[src/rtl/mult_sched.sv]
// Round-robin scheduler sharing one unsigned multi_4bits multiplier between two
// valid/ready requesters; product is registered and returned on the winner's channel.

module multi_4bits #(
  parameter int BITS = 4
) (
  input  logic [BITS-1:0]   a,
  input  logic [BITS-1:0]   b,
  output logic [2*BITS-1:0] product
);
  assign product = {{BITS{1'b0}}, a} * {{BITS{1'b0}}, b};
endmodule

module mult_sched #(
  parameter int BITS = 4
) (
  input  logic              clk,
  input  logic              rst,
  input  logic              req0_valid,
  output logic              req0_ready,
  input  logic [BITS-1:0]   req0_a,
  input  logic [BITS-1:0]   req0_b,
  input  logic              req1_valid,
  output logic              req1_ready,
  input  logic [BITS-1:0]   req1_a,
  input  logic [BITS-1:0]   req1_b,
  output logic              rsp0_valid,
  input  logic              rsp0_ready,
  output logic              rsp1_valid,
  input  logic              rsp1_ready,
  output logic [2*BITS-1:0] rsp_product,
  output logic              busy
);

  typedef enum logic [1:0] {
    IDLE = 2'd0,
    CALC = 2'd1,
    RESP = 2'd2
  } state_t;

  state_t              state_reg, state_next;
  logic [BITS-1:0]     op_a_reg, op_b_reg;
  logic [2*BITS-1:0]   prod_reg;
  logic                owner_reg;
  logic                prio_reg;
  logic [2*BITS-1:0]   mul_product;

  logic [1:0] req_valid, req_ready, rsp_ready, rsp_valid, grant;
  logic       transfer;

  assign req_valid = {req1_valid, req0_valid};
  assign rsp_ready = {rsp1_ready, rsp0_ready};

  genvar gi;
  generate
    for (gi = 0; gi < 2; gi++) begin : g_chan
      // A lone requester always wins; a contested grant goes to the priority channel.
      assign grant[gi]     = req_valid[gi] & (~req_valid[1-gi] | (prio_reg == 1'(gi)));
      // Gated by rst so ready reads as 0 for the whole time reset is held.
      assign req_ready[gi] = (state_reg == IDLE) & ~rst & grant[gi];
      assign rsp_valid[gi] = (state_reg == RESP) & (owner_reg == 1'(gi));
    end
  endgenerate

  assign transfer    = |req_ready;
  assign req0_ready  = req_ready[0];
  assign req1_ready  = req_ready[1];
  assign rsp0_valid  = rsp_valid[0];
  assign rsp1_valid  = rsp_valid[1];
  assign rsp_product = prod_reg;
  assign busy        = (state_reg != IDLE);

  multi_4bits #(.BITS(BITS)) u_mul (
    .a       (op_a_reg),
    .b       (op_b_reg),
    .product (mul_product)
  );

  always_comb begin
    state_next = state_reg;
    case (state_reg)
      IDLE:    if (transfer) state_next = CALC;
      CALC:    state_next = RESP;
      RESP:    if (rsp_ready[owner_reg]) state_next = IDLE;
      default: state_next = IDLE;
    endcase
  end

  always_ff @(posedge clk or posedge rst) begin
    if (rst) begin
      state_reg <= IDLE;
      op_a_reg  <= '0;
      op_b_reg  <= '0;
      prod_reg  <= '0;
      owner_reg <= 1'b0;
      prio_reg  <= 1'b0;
    end else begin
      state_reg <= state_next;
      if (state_reg == IDLE && transfer) begin
        op_a_reg  <= grant[1] ? req1_a : req0_a;
        op_b_reg  <= grant[1] ? req1_b : req0_b;
        owner_reg <= grant[1];
      end
      if (state_reg == CALC)
        prod_reg <= mul_product;
      // Priority flips only once the owner has actually taken its product.
      if (state_reg == RESP && rsp_ready[owner_reg])
        prio_reg <= ~owner_reg;
    end
  end

endmodule
[config.mk]
export PLATFORM = sky130hd
export DESIGN_NAME = mult_sched
export DESIGN_NICKNAME = d
export VERILOG_FILES = /design/src/rtl/mult_sched.sv
export SDC_FILE = /design/constraint.sdc
export NUM_CORES = 1
export LEC_CHECK = 0
export BUFFER_PORTS_ARGS = -buffer_cell sky130_fd_sc_hd__clkbuf_2
export CAP_MARGIN = 20
export CORE_MARGIN = 2
export CORE_UTILIZATION = 45
export CTS_BUF_LIST = sky130_fd_sc_hd__clkbuf_4 sky130_fd_sc_hd__clkbuf_8
export DETAILED_ROUTE_END_ITERATION = 10
export GPL_ROUTABILITY_DRIVEN = 0
export HOLD_SLACK_MARGIN = 0.1
export PLACE_DENSITY_LB_ADDON = 0.05
export SLEW_MARGIN = 20
export SYNTH_ARGS = -nofsm -noshare
export SYNTH_HDL_FRONTEND = slang
export SYNTH_SLANG_ARGS = --single-unit
export TNS_END_PERCENT = 30
[constraint.sdc]
create_clock -name clk -period 3.8 [get_ports clk]
set_input_delay 0.76 -clock clk [delete_from_list [all_inputs] [get_ports clk]]
set_output_delay 0.76 -clock clk [all_outputs]
set_load 0.01 [all_outputs]
==> flow_results.xml <==
<?xml version="1.0" encoding="UTF-8"?>
<metrics>
  <group name="timing">
    <metric name="max_slew_margin" unit="">0.499</metric>
    <metric name="finalWorstSetupSlack" unit="ns">0.977</metric>
    <metric name="fin_setup_tns" unit="ns">0</metric>
    <metric name="worst_clock_skew" unit="ns">0.00268</metric>
    <metric name="post-route-min-period" unit="ns">2.82</metric>
    <metric name="timing.final.hold_violations" unit="">0</metric>
    <metric name="setup_viol" unit="">0</metric>
    <metric name="timing_worst_slew_pin_value" unit="ns">0.750</metric>
    <metric name="grt_setup_unrepaired" unit="">no</metric>
    <metric name="achievable-frequency" unit="GHz">0.354</metric>
    <metric name="period_share" unit="">0.743</metric>
    <metric name="number_of_slew_limit_violations_in_the_final_report" unit="">0</metric>
  </group>
  <group name="global_route">
    <metric name="global_route_wire_length_before_repair" unit="µm">5220</metric>
    <metric name="initial_antenna_violation_count" unit="">0</metric>
    <metric name="gr-total-overflow" unit="">0</metric>
    <metric name="grt_use_total" unit="">0.191</metric>
    <metric name="first_global_vias" unit="">1179</metric>
    <metric name="pin_count_of_the_biggest_net_entering_global_routing" unit="">21</metric>
  </group>
  <group name="synthesis">
    <metric name="synth_flop_cell" unit="">dfrtp_1</metric>
    <metric name="synth-adder-area-share" unit="">0.160</metric>
    <metric name="synth.top_cells.by_count" unit="">dfrtp_1, nand2_1, a21oi_1</metric>
    <metric name="synth.yosys.seq_area_share" unit="">0.348</metric>
    <metric name="synthSimpleGateAreaFrac" unit="">0.248</metric>
    <metric name="postSynthRegisterBits" unit="">20</metric>
    <metric name="synth_fp_nets" unit="">193</metric>
    <metric name="synth_async_sr_flop_share" unit="">1.00</metric>
    <metric name="post_synth.cell_area_avg" unit="µm²">9.29</metric>
    <metric name="netlist.area_leader.share" unit="">0.348</metric>
    <metric name="synth_top_cell_by_area" unit="">dfrtp_1</metric>
    <metric name="netlist_instances" unit="">155</metric>
    <metric name="multiplexer_share_of_the_synthesized_area" unit="">0</metric>
    <metric name="synthXorXnorAreaFrac" unit="">0.00608</metric>
    <metric name="ys.warnings.count" unit="">0</metric>
    <metric name="synth_top_cells_by_area" unit="">dfrtp_1, ha_1, and2_1</metric>
    <metric name="compound_gate_fraction_of_synth_area" unit="">0.175</metric>
    <metric name="synth_enable_flop_cells" unit="">0</metric>
    <metric name="combined_area_of_all_synthesized_cells" unit="µm²">1440</metric>
    <metric name="netlist-cell-type-count" unit="">37</metric>
    <metric name="synth_top_family_by_area" unit="">simple AND/OR/NAND/NOR gates</metric>
    <metric name="post-synth-top-count-cell" unit="">dfrtp_1</metric>
  </group>
  <group name="clock_tree">
    <metric name="clock_latency" unit="ns">0.30</metric>
    <metric name="clk_transition_reported_paths" unit="ns">0.11</metric>
    <metric name="postCtsHoldBufs" unit="">0</metric>
    <metric name="post_cts_resized" unit="">0</metric>
    <metric name="cts_made_buffers" unit="">3</metric>
    <metric name="h-tree-depth" unit="">1</metric>
    <metric name="tritoncts_clock_tree" unit="">done</metric>
    <metric name="clock_tree.buffer_depth" unit="">2</metric>
    <metric name="cts_num_sinks" unit="">20</metric>
    <metric name="root_buffer" unit="">clkbuf_4</metric>
    <metric name="cts_setup_buffers" unit="">0</metric>
  </group>
  <group name="power_and_ir_drop">
    <metric name="leakagePower" unit="nW">0.790</metric>
    <metric name="power-per-cell-area" unit="nW/µm²">1050</metric>
    <metric name="vdd.ir_drop.worst" unit="mV">0.407</metric>
  </group>
  <group name="routing">
    <metric name="postRouteWirelength" unit="µm">3080</metric>
    <metric name="drt-initial-drc-count" unit="">46</metric>
    <metric name="wire_per_inst" unit="µm">13.4</metric>
    <metric name="antenna_violating_nets_post_route" unit="">0</metric>
    <metric name="firstDrtPassIters" unit="">4</metric>
    <metric name="drc_errors" unit="">0</metric>
    <metric name="num_vias" unit="">1235</metric>
    <metric name="post_drt_via_cell_ratio" unit="">5.37</metric>
  </group>
  <group name="worst_setup_path">
    <metric name="worst_path_cell_chain" unit="">nand2_1, fa_1, inv_1, fa_1, ha_1, a211oi_1, nor3_1, or3_1</metric>
    <metric name="crit_path_end_kind" unit="">flip-flop</metric>
    <metric name="crit_arrival" unit="ns">3.01</metric>
    <metric name="setup.reg_to_reg.worst_slack" unit="ns">0.98</metric>
    <metric name="critical_path_fanout_max" unit="">5</metric>
    <metric name="worst-endpoint-required" unit="ns">3.99</metric>
    <metric name="worstPathBufferInverterCount" unit="">1</metric>
    <metric name="largest_incremental_delay_on_the_critical_path" unit="ns">0.53</metric>
    <metric name="worstSetupStartpointType" unit="">flip-flop</metric>
    <metric name="crit_top_cell" unit="">fa_1</metric>
    <metric name="critical_path_class" unit="">flip-flop to flip-flop</metric>
    <metric name="timing.critical_path.max_delay_family" unit="">adder cells</metric>
    <metric name="cpMaxStageDelayCell" unit="">fa_1</metric>
  </group>
  <group name="floorplan">
    <metric name="initial_standard_cell_utilization_of_the_core" unit="">0.472</metric>
    <metric name="placementRows" unit="">20</metric>
    <metric name="chipWidth" unit="µm">60.6</metric>
    <metric name="dieArea" unit="µm²">3670</metric>
    <metric name="core" unit="µm²">3050</metric>
    <metric name="die_h" unit="µm">60.6</metric>
    <metric name="io_pins" unit="">35</metric>
  </group>
  <group name="layout">
    <metric name="area_taken_by_flip_flops_and_latches" unit="µm²">500</metric>
    <metric name="area_delta_synth_final" unit="%">14.3</metric>
    <metric name="number_of_fillers_in_the_final_layout" unit="">301</metric>
    <metric name="largest_register_ffs" unit="">8</metric>
    <metric name="final_core_util" unit="">0.539</metric>
    <metric name="drive_gt1_frac" unit="">0.226</metric>
    <metric name="antenna_cells_inserted" unit="">0</metric>
    <metric name="multi_input_area" unit="µm²">847</metric>
    <metric name="layout.nets" unit="">225</metric>
  </group>
  <group name="flow_run">
    <metric name="maxCapViolations" unit="">0</metric>
  </group>
  <group name="placed_design">
    <metric name="placement.io_buffers" unit="">34</metric>
    <metric name="place.detailed.hpwl" unit="µm">2530</metric>
    <metric name="placement.setup.worst_slack" unit="ns">1.01</metric>
  </group>
  <group name="outcome">
    <metric name="status" unit="">finished, final reports clean</metric>
  </group>
  <group name="worst_hold_path">
    <metric name="worst_hold_path_type" unit="">flip-flop to flip-flop</metric>
  </group>
</metrics>
-- final cells by class --
cell class,instances,share of cell area
multi-input cells,118,0.514
flip-flops and latches,20,0.304
repair buffers,34,0.103
well taps,44,0.0334
inverters,10,0.0228
clock buffers,4,0.0220
-- tightest hold or removal path, cell delays in order, from the launching register on --
cell and delay (ns):
dfrtp_1 0.37, nand2_1 0.05, nand2_1 0.05
-- cells by family after synthesis --
group / Yosys count
simple gates: 58
buf+inv: 17
compound gates: 43
fa+ha+maj: 16
xor+xnor: 1
flops: 20
-- worst paths after layout --
path	start	end	depth (start not counted)
setup / recovery	op_a_reg[0]	rsp_product[7]	8
hold / removal	rsp_product[2]	rsp_product[2]	2
setup reg to reg	op_a_reg[0]	rsp_product[7]	8
hold reg to reg	rsp_product[2]	rsp_product[2]	2
max in group asynchronous	rst	rsp_product[6]	2
min in group asynchronous	rst	owner_reg	2
-- report_power, final --
part / total (W) / internal (W) / switching, W
sequential: 0.000427 / 0.000313 / 0.000114
clock: 0.000124 / 0.0000584 / 0.0000652
combinational: 0.00118 / 0.000512 / 0.000673
-- per-layer routing --
layer	track usage	wire length [µm]
met1	0.227	1360
met2	0.339	1530
met3	0.0362	143
met4	0.0745	57
met5	0	0
-- metrics by stage --
step,power [W],hold WS (ns),cells,instance area (µm²)
after floorplan,0.00131,0.501,155,1440
after global placement,0.00155,0.461,226,1610
after detailed placement,0.00160,0.463,226,1610
after CTS,0.00174,0.493,230,1650
after global routing,0.00192,0.522,230,1650
final,0.00173,0.492,230,1650
-- placed cells by master, fill, tap and decap left out, types with 2 or more instances in the layout --
cell,instances
clkbuf_2,34
dfrtp_1,20
nand2_1,16
a21oi_1,15
and2_1,13
o21ai_0,12
ha_1,12
inv_1,10
a31oi_1,9
nand3b_1,8
fa_1,4
nand3_1,3
clkbuf_4,3
nor2_1,2
o2111ai_1,2
or4_1,2
nor4bb_1,2
No activity file was read; power rests on OpenSTA's default activity.
